## src/rtl/uart_tx_arbiter.sv

```systemverilog
// Round-robin arbiter and burst sequencer sharing one UART transmit-FIFO write port.
// Each grant emits an optional header byte (0xA0 | id) followed by up to MAX_BURST payload bytes.
module uart_tx_arbiter #(
  parameter int NREQ      = 4,
  parameter int NBITS     = 8,
  parameter int MAX_BURST = 16,
  parameter int HDR_EN    = 1
) (
  input  logic                  clk,
  input  logic                  reset,
  input  logic [NREQ-1:0]       req,
  input  logic [NREQ*NBITS-1:0] req_data,
  input  logic [NREQ-1:0]       req_last,
  output logic [NREQ-1:0]       ack,
  input  logic                  tx_full,
  output logic                  twr_en,
  output logic [NBITS-1:0]      twr_data,
  output logic                  busy,
  output logic [3:0]            gnt_id
);

  localparam int IDW   = $clog2(NREQ);
  localparam int SW    = IDW + 1;
  localparam int CNT_W = $clog2(MAX_BURST + 1);

  localparam logic [SW-1:0]    NREQ_S   = SW'(NREQ);
  localparam logic [IDW-1:0]   LAST_ID  = IDW'(NREQ - 1);
  localparam logic [CNT_W-1:0] LAST_CNT = CNT_W'(MAX_BURST - 1);
  localparam logic [NBITS-1:0] HDR_BASE = NBITS'(8'hA0);

  typedef enum logic [1:0] {
    IDLE = 2'd0,
    HDR  = 2'd1,
    DATA = 2'd2
  } state_t;

  state_t           state;
  logic [IDW-1:0]   rr_ptr;
  logic [IDW-1:0]   gnt_idx;
  logic [CNT_W-1:0] count;

  logic [NBITS-1:0] data_arr [NREQ];

  for (genvar i = 0; i < NREQ; i++) begin : g_unpack
    assign data_arr[i] = req_data[i*NBITS +: NBITS];
  end

  // Rotate requests so bit 0 is the highest-priority requester (rr_ptr).
  logic [2*NREQ-1:0] req_dbl;
  logic [NREQ-1:0]   req_rot;
  logic              pick_valid;
  logic [SW-1:0]     pick_sum;
  logic [IDW-1:0]    pick_id;

  assign req_dbl = {req, req};
  assign req_rot = NREQ'(req_dbl >> rr_ptr);

  // NOTE: every variable written in an always_comb gets a default first, so no path can infer a latch.
  always_comb begin
    pick_valid = 1'b0;
    pick_sum   = '0;
    for (int k = 0; k < NREQ; k++) begin
      if (!pick_valid && req_rot[k]) begin
        pick_valid = 1'b1;
        pick_sum   = SW'(k) + {1'b0, rr_ptr};
      end
    end
    pick_id = (pick_sum >= NREQ_S) ? IDW'(pick_sum - NREQ_S) : IDW'(pick_sum);
  end

  logic             g_req;
  logic             g_last;
  logic [NBITS-1:0] g_data;
  logic             burst_end;
  logic [IDW-1:0]   next_ptr;

  assign g_req     = req[gnt_idx];
  assign g_last    = req_last[gnt_idx];
  assign g_data    = data_arr[gnt_idx];
  assign burst_end = g_last || (count == LAST_CNT);
  assign next_ptr  = (gnt_idx == LAST_ID) ? '0 : gnt_idx + 1'b1;

  assign gnt_id = 4'(gnt_idx);
  assign busy   = (state != IDLE);

  // Write port and acks are combinational so a byte is consumed in the same cycle it is offered.
  always_comb begin
    twr_en   = 1'b0;
    twr_data = '0;
    ack      = '0;
    unique case (state)
      HDR: begin
        twr_en   = !tx_full;
        twr_data = HDR_BASE | NBITS'(gnt_id);
      end
      DATA: begin
        if (g_req && !tx_full) begin
          twr_en       = 1'b1;
          twr_data     = g_data;
          ack[gnt_idx] = 1'b1;
        end
      end
      default: ;
    endcase
  end

  // NOTE: sequential state uses non-blocking assignments so every register samples pre-edge values.
  always_ff @(posedge clk or negedge reset) begin
    if (!reset) begin
      state   <= IDLE;
      rr_ptr  <= '0;
      gnt_idx <= '0;
      count   <= '0;
    end else begin
      unique case (state)
        IDLE: begin
          if (pick_valid) begin
            gnt_idx <= pick_id;
            count   <= '0;
            state   <= (HDR_EN != 0) ? HDR : DATA;
          end
        end
        HDR: begin
          if (!tx_full) state <= DATA;
        end
        DATA: begin
          if (!g_req) begin
            state  <= IDLE;
            rr_ptr <= next_ptr;
          end else if (!tx_full) begin
            count <= count + 1'b1;
            if (burst_end) begin
              state  <= IDLE;
              rr_ptr <= next_ptr;
            end
          end
        end
        default: state <= IDLE;
      endcase
    end
  end

  a_no_write_when_full: assert property (@(posedge clk) disable iff (!reset)
    !(twr_en && tx_full));
  a_ack_onehot: assert property (@(posedge clk) disable iff (!reset)
    $onehot0(ack));
  a_ack_with_write: assert property (@(posedge clk) disable iff (!reset)
    (|ack) |-> (twr_en && state == DATA));

endmodule

```

## config.mk

```make
export PLATFORM = sky130hd
export DESIGN_NAME = uart_tx_arbiter
export DESIGN_NICKNAME = d
export VERILOG_FILES = /design/src/rtl/uart_tx_arbiter.sv
export SDC_FILE = /design/constraint.sdc
export NUM_CORES = 1
export LEC_CHECK = 0
export BUFFER_PORTS_ARGS = -buffer_cell sky130_fd_sc_hd__clkbuf_2
export CORE_MARGIN = 2
export CORE_UTILIZATION = 25
export DETAILED_ROUTE_END_ITERATION = 12
export GPL_ROUTABILITY_DRIVEN = 1
export REMOVE_ABC_BUFFERS = 1
export SLEW_MARGIN = 20
export SYNTH_ARGS = -nofsm -noshare
export SYNTH_HDL_FRONTEND = slang
export SYNTH_SLANG_ARGS = --single-unit
```

## constraint.sdc

```tcl
create_clock -name clk -period 5.7 [get_ports clk]
set_clock_uncertainty 0.1 [all_clocks]
set_input_delay 0.57 -clock clk [delete_from_list [all_inputs] [get_ports clk]]
set_output_delay 0.57 -clock clk [all_outputs]
set_load 0.1 [all_outputs]
```

After elaboration in Yosys (flattened, before gate mapping)

Cells that the tools add are included.

Add/sub/neg operators: 6
$lt $le $gt $ge: 4
Eq/ne operators: 12
Shifts and indexed selects: 1
Mux-type cells: 38
Bitwise logic cells: 1
Reduce and logical (&&, ||, !) cells: 17

Operators with widths:

| operator                                                               | number |
|---|---|
| 8-bit 2-to-1 mux                                                       | 3 |
| 2-bit 2-to-1 mux                                                       | 11 |
| 8-bit binary-select mux with 2-bit select                              | 1 |
| 8-bit case mux with 2 select lines                                     | 1 |
| 5-bit 2-to-1 mux                                                       | 3 |
| 2-bit != test (second input constant)                                  | 5 |
| 5-bit case mux with 2 select lines                                     | 1 |
| 3-bit 2-to-1 mux                                                       | 3 |
| 1-bit 2-to-1 mux                                                       | 8 |
| 4-bit 2-to-1 mux                                                       | 2 |
| 4-bit AND reduction                                                    | 2 |
| 8-bit by 2-bit right shift with 4-bit output                           | 1 |
| 2-bit by 2-bit adder with 3-bit output (first input constant)          | 2 |
| 3-bit greater-or-equal comparator (second input constant)              | 2 |
| 3-bit != test (second input constant)                                  | 2 |
| 2-bit case mux with 3 select lines                                     | 1 |
| 5-bit by 1-bit adder with 5-bit output (second input constant)         | 1 |
| 5-bit by 4-bit equality test with 1-bit output (second input constant) | 1 |
| 1-bit logical AND                                                      | 5 |
| 1-bit binary-select mux with 2-bit select                              | 2 |
| 2-bit equality test (second input constant)                            | 2 |
| 1-bit logical NOT                                                      | 4 |
| 2-bit nonzero test                                                     | 2 |
| 1-bit by 2-bit adder with 3-bit output (first input constant)          | 1 |
| 13 further kinds                                                       | 13 |

Bits in registers: 11
Input port bits: 43
Output and inout port bits: 18

Logic depth before layout (Yosys ltp)

Depth after elaboration: 13
Gate-level depth with buffers: 6
Gate-level depth less buffers: 6

Worst setup path before layout

OpenSTA, ideal clock, no wires.

Path kind: reg-to-output
Start: register gnt_idx[1]
End: output port twr_en
Arrival: 3699 ps
Slack: 1331 ps
Stages on the path, launching flop included: 5
Path through: dfrtp_1 -> clkbuf_1 -> mux2_2 -> a221oi_1 -> nor3b_1

Cells in the longest elaborated chain, start to end: 5

Ends and longest elaborated chain:

| element                                   | RTL line | source |
|---|---|---|
| start: declaration                        | 39       | `logic [IDW-1:0] gnt_idx;` |
| start signal: assignment                  | 118      | `gnt_idx <= pick_id;` |
| 1-bit binary-select mux with 2-bit select | 77       | `assign g_req = req[gnt_idx];` |
| 1-bit 2-to-1 mux (implied by the code)    | 77       |  |
| 1-bit logical AND                         | 97       | `if (g_req && !tx_full) begin` |
| 1-bit 2-to-1 mux                          | 97       |  |
| 1-bit case mux with 2 select lines        | 91       | `unique case (state)` |
| end: declaration                          | 16       | `output logic twr_en,` |

Every way passes these cells. The select of a mux whose other input is x is not followed.

Worst setup path after layout

Start: register gnt_idx[0]
End: output port twr_data[0]

Cells in the longest elaborated chain, start to end: 6
Elaborated cells on any way between the ends: 9

Ends and longest elaborated chain:

| element                                             | RTL line | source |
|---|---|---|
| 2-bit NOT with 3-bit output (implied by the code)   | 79       | `assign g_data = data_arr[gnt_idx];` |
| 8-bit binary-select mux with 2-bit select           | 79       |  |
| 8-bit 2-to-1 mux (implied by the code) (2 in a row) | 79       |  |
| 8-bit 2-to-1 mux                                    | 97       |  |
| 8-bit case mux with 2 select lines *                | 91       |  |
| end: declaration                                    | 17       | `output logic [NBITS-1:0] twr_data,` |

Every way passes the cells marked *; elsewhere a longest branch is shown, timed or not. The select of a mux whose other input is x is not followed.

==> key figures <==
Placement
  – DP HPWL: 2.33 mm
  – Routability cong.: 0.778
  – Port-buffer cells: 58

Yosys
  – Synth top cells by count: dfrtp_1, ha_1, mux4_2
  – Top cells by area, synth: dfrtp_1, mux4_2, ha_1
  – Cell count after synthesis: 118
  – Mapped Area: 0.00119 mm2
  – Number of enable flip-flop cells after synthesis: 0
  – Flops & latches, synth: 11
  – Syn avg cell area: 10.1 um2
  – Ys flop type: dfrtp_1
  – Synth warnings: 0
  – Asr flop ratio synth: 1.00
  – Sequential fraction of the synthesis area: 0.231
  – Most frequent cell after synthesis: dfrtp_1
  – Post-synthesis cell type count: 37
  – Area leader, netlist: dfrtp_1
  – Synth top area share: 0.231

Global route
  – Total GRT Usage: 0.122
  – Initial antenna violation count: 0
  – Met1 Use GR: 0.164
  – Met3 Use GR: 0.0290
  – First-pass GRT wire length: 5.10 mm
  – Largest net degree at the start of global routing: 21
  – Met2 GRT Util: 0.196
  – Overflow after GRT: 0
  – Number of global-route vias before repair: 1095
  – GRT busiest layer: met2

Clocking
  – Worst skew pair latency: 240 ps
  – CTS Buf Count: 3
  – Setup Fix Bufs, Post-CTS: 0
  – CTS Buffer Depth: 2
  – Clock transition at path regs: 50 ps
  – Clock Root Buffer: clkbuf_8
  – # clock sinks: 11
  – H-tree depth: 1
  – CTS tree: built
  – CTS Hold Buffers Added: 0
  – Post-CTS sizing: 0

Setup path
  – Slowest CP cell: dfrtp_1
  – Reg2reg end: rr_ptr[1]
  – Setup crit end: twr_data[0]
  – Kind of critical path: reg2out
  – Crit-path cells: mux4_2, and3b_4, a22oi_1, nor2b_1, clkbuf_2
  – WP data required: 5030 ps
  – Worst reg-to-reg path cell count: 4
  – Critical path's largest stage delay: 880 ps
  – CP bufs+invs: 1
  – Critical Path Sink Type: output pin
  – Crit path from: gnt_idx[0]
  – Crit path depth: 5
  – Critical path launch point type: flip-flop
  – Reg2Reg Launch Point: gnt_idx[0]
  – Crit path max fanout: 20
  – Family with the most delay on the worst path: flip-flops
  – Worst EP arrival: 2650 ps
  – R2r setup slk: 3190 ps

Cells and area
  – Synthesis-to-layout area growth: 29.6%
  – Share of post-route cells with drive strength above 1: 0.445
  – Ant. Diodes: 0
  – Final Util: 0.332
  – Fin nets: 227
  – Fillcell total: 474

Timing
  – Final min period: 3320 ps
  – Max Clk Rate: 0.302 GHz
  – RSZ-0062 raised after global routing: false
  – Slew headroom: 0.361
  – Endpoints failing setup: 0
  – Final Hold Viols: 0
  – TNS Setup: 0 ps
  – Post-route clock period utilization: 0.582
  – Measured slew at the worst slew-check pin: 950 ps
  – Pins Over Slew Limit: 0

Pwr
  – P_leak: 0.769 nW
  – Pwr dens: 531 mW/mm2
  – Peak supply drop: 0.308 mV

Route
  – Initial DRC Count: 56
  – 1st-pass router iterations: 4
  – Routed Wire Length: 2.93 mm
  – DR vias: 1108
  – Post-DRT Antenna Nets: 0
  – Drt via density: 4.88
  – WL per Instance: 12.9 um
  – Remaining routing DRC violations: 0

Run status
  – Outcome: completed

Floorplanning
  – I/O pins: 61
  – Initial Utilization: 0.256
  – Total die area: 0.00534 mm2
  – Die Y: 73.1 um
  – Core area: 0.00466 mm2
  – Core Rows: 25
  – Die width: 73.1 um

Hold path
  – HP Class: in2async

Run
  – Max Cap Viol: 0
==> cell usage in the layout (no fill, tap or decap), types with 5 or more instances in the layout <==
cell and n:
clkbuf_2 58, dfrtp_1 11, mux4_2 10, ha_1 10
inv_1 7, nor2_1 7, nor2b_1 6, a21oi_1 6
and3_1 6, and2_1 5, nand2_1 5
==> worst register-to-register path, delay by kind of cell, from the launching register on <==
kind               cells  cell delay (ps)
AOI/OAI and AO/OA      2              470
DFF                    1              880
muxes                  2              960
==> metrics by stage <==
stage | instances | instance area (um2) | worst slack, ps | power, W | hold WS, ps
2_1_floorplan | 111 | 1140 | 1100 | 0.000641 | 174
3_3_place_gp | 223 | 1500 | 2640 | 0.000746 | 371
3_5_place_dp | 223 | 1500 | 2580 | 0.000750 | 375
4_1_cts | 227 | 1550 | 2320 | 0.000833 | 116
5_1_grt | 227 | 1550 | 2170 | 0.000882 | 125
6_report | 227 | 1550 | 2380 | 0.000821 | 104
==> how the worst min path moves through the flow <==
stage / start / cells after the start / endpoint
after CTS: reset / 1 / state[1]
after global routing: reset / 1 / count[3]
after global placement: reset / 1 / state[1]
after detailed placement: reset / 1 / state[1]
after floorplan: reset / 0 / count[0]
final: reset / 1 / count[1]
==> layer usage <==
metal	part of all wire	wire length (um)
met1	0.47	1380
met2	0.47	1390
met3	0.046	136
met4	0.0082	24
met5	0	0
==> registers in the layout, summed over array words and instances (netlist names) <==
| name | flops |
|---|---|
| gnt_idx | 2 |
| state | 2 |
| rr_ptr | 2 |
| count | 5 |
==> kinds of logic after synthesis <==
kind of cell / count (synthesis) / synth area share
adders and majority gates: 10 / 0.105
other: 1 / 0.00314
muxes: 19 / 0.275
and+or+nand+nor: 38 / 0.178
xor gates and xnor gates: 1 / 0.00734
DFF: 11 / 0.231
AOI/OAI and AO/OA: 23 / 0.134
buffers and inverters: 15 / 0.0671
==> area by class of cell <==
cell class | count | area, um2 | area share
multi-input cells | 93 | 842 | 0.544
well taps | 54 | 67.6 | 0.0437
flip-flops and latches | 11 | 275 | 0.178
clock buffers | 4 | 45.0 | 0.0291
repair buffers | 58 | 290 | 0.188
inverters | 7 | 26.3 | 0.0170
==> where the power goes <==
| part | switching [W] | leakage, nW | internal, W | total (W) |
|---|---|---|---|---|
| clock network | 0.0000303 | 0.0228 | 0.0000492 | 0.0000795 |
| registers | 0.0000680 | 0.143 | 0.000104 | 0.000172 |
| logic | 0.000373 | 0.604 | 0.000196 | 0.000569 |
Note: power is estimated with default switching activity, not from simulation.
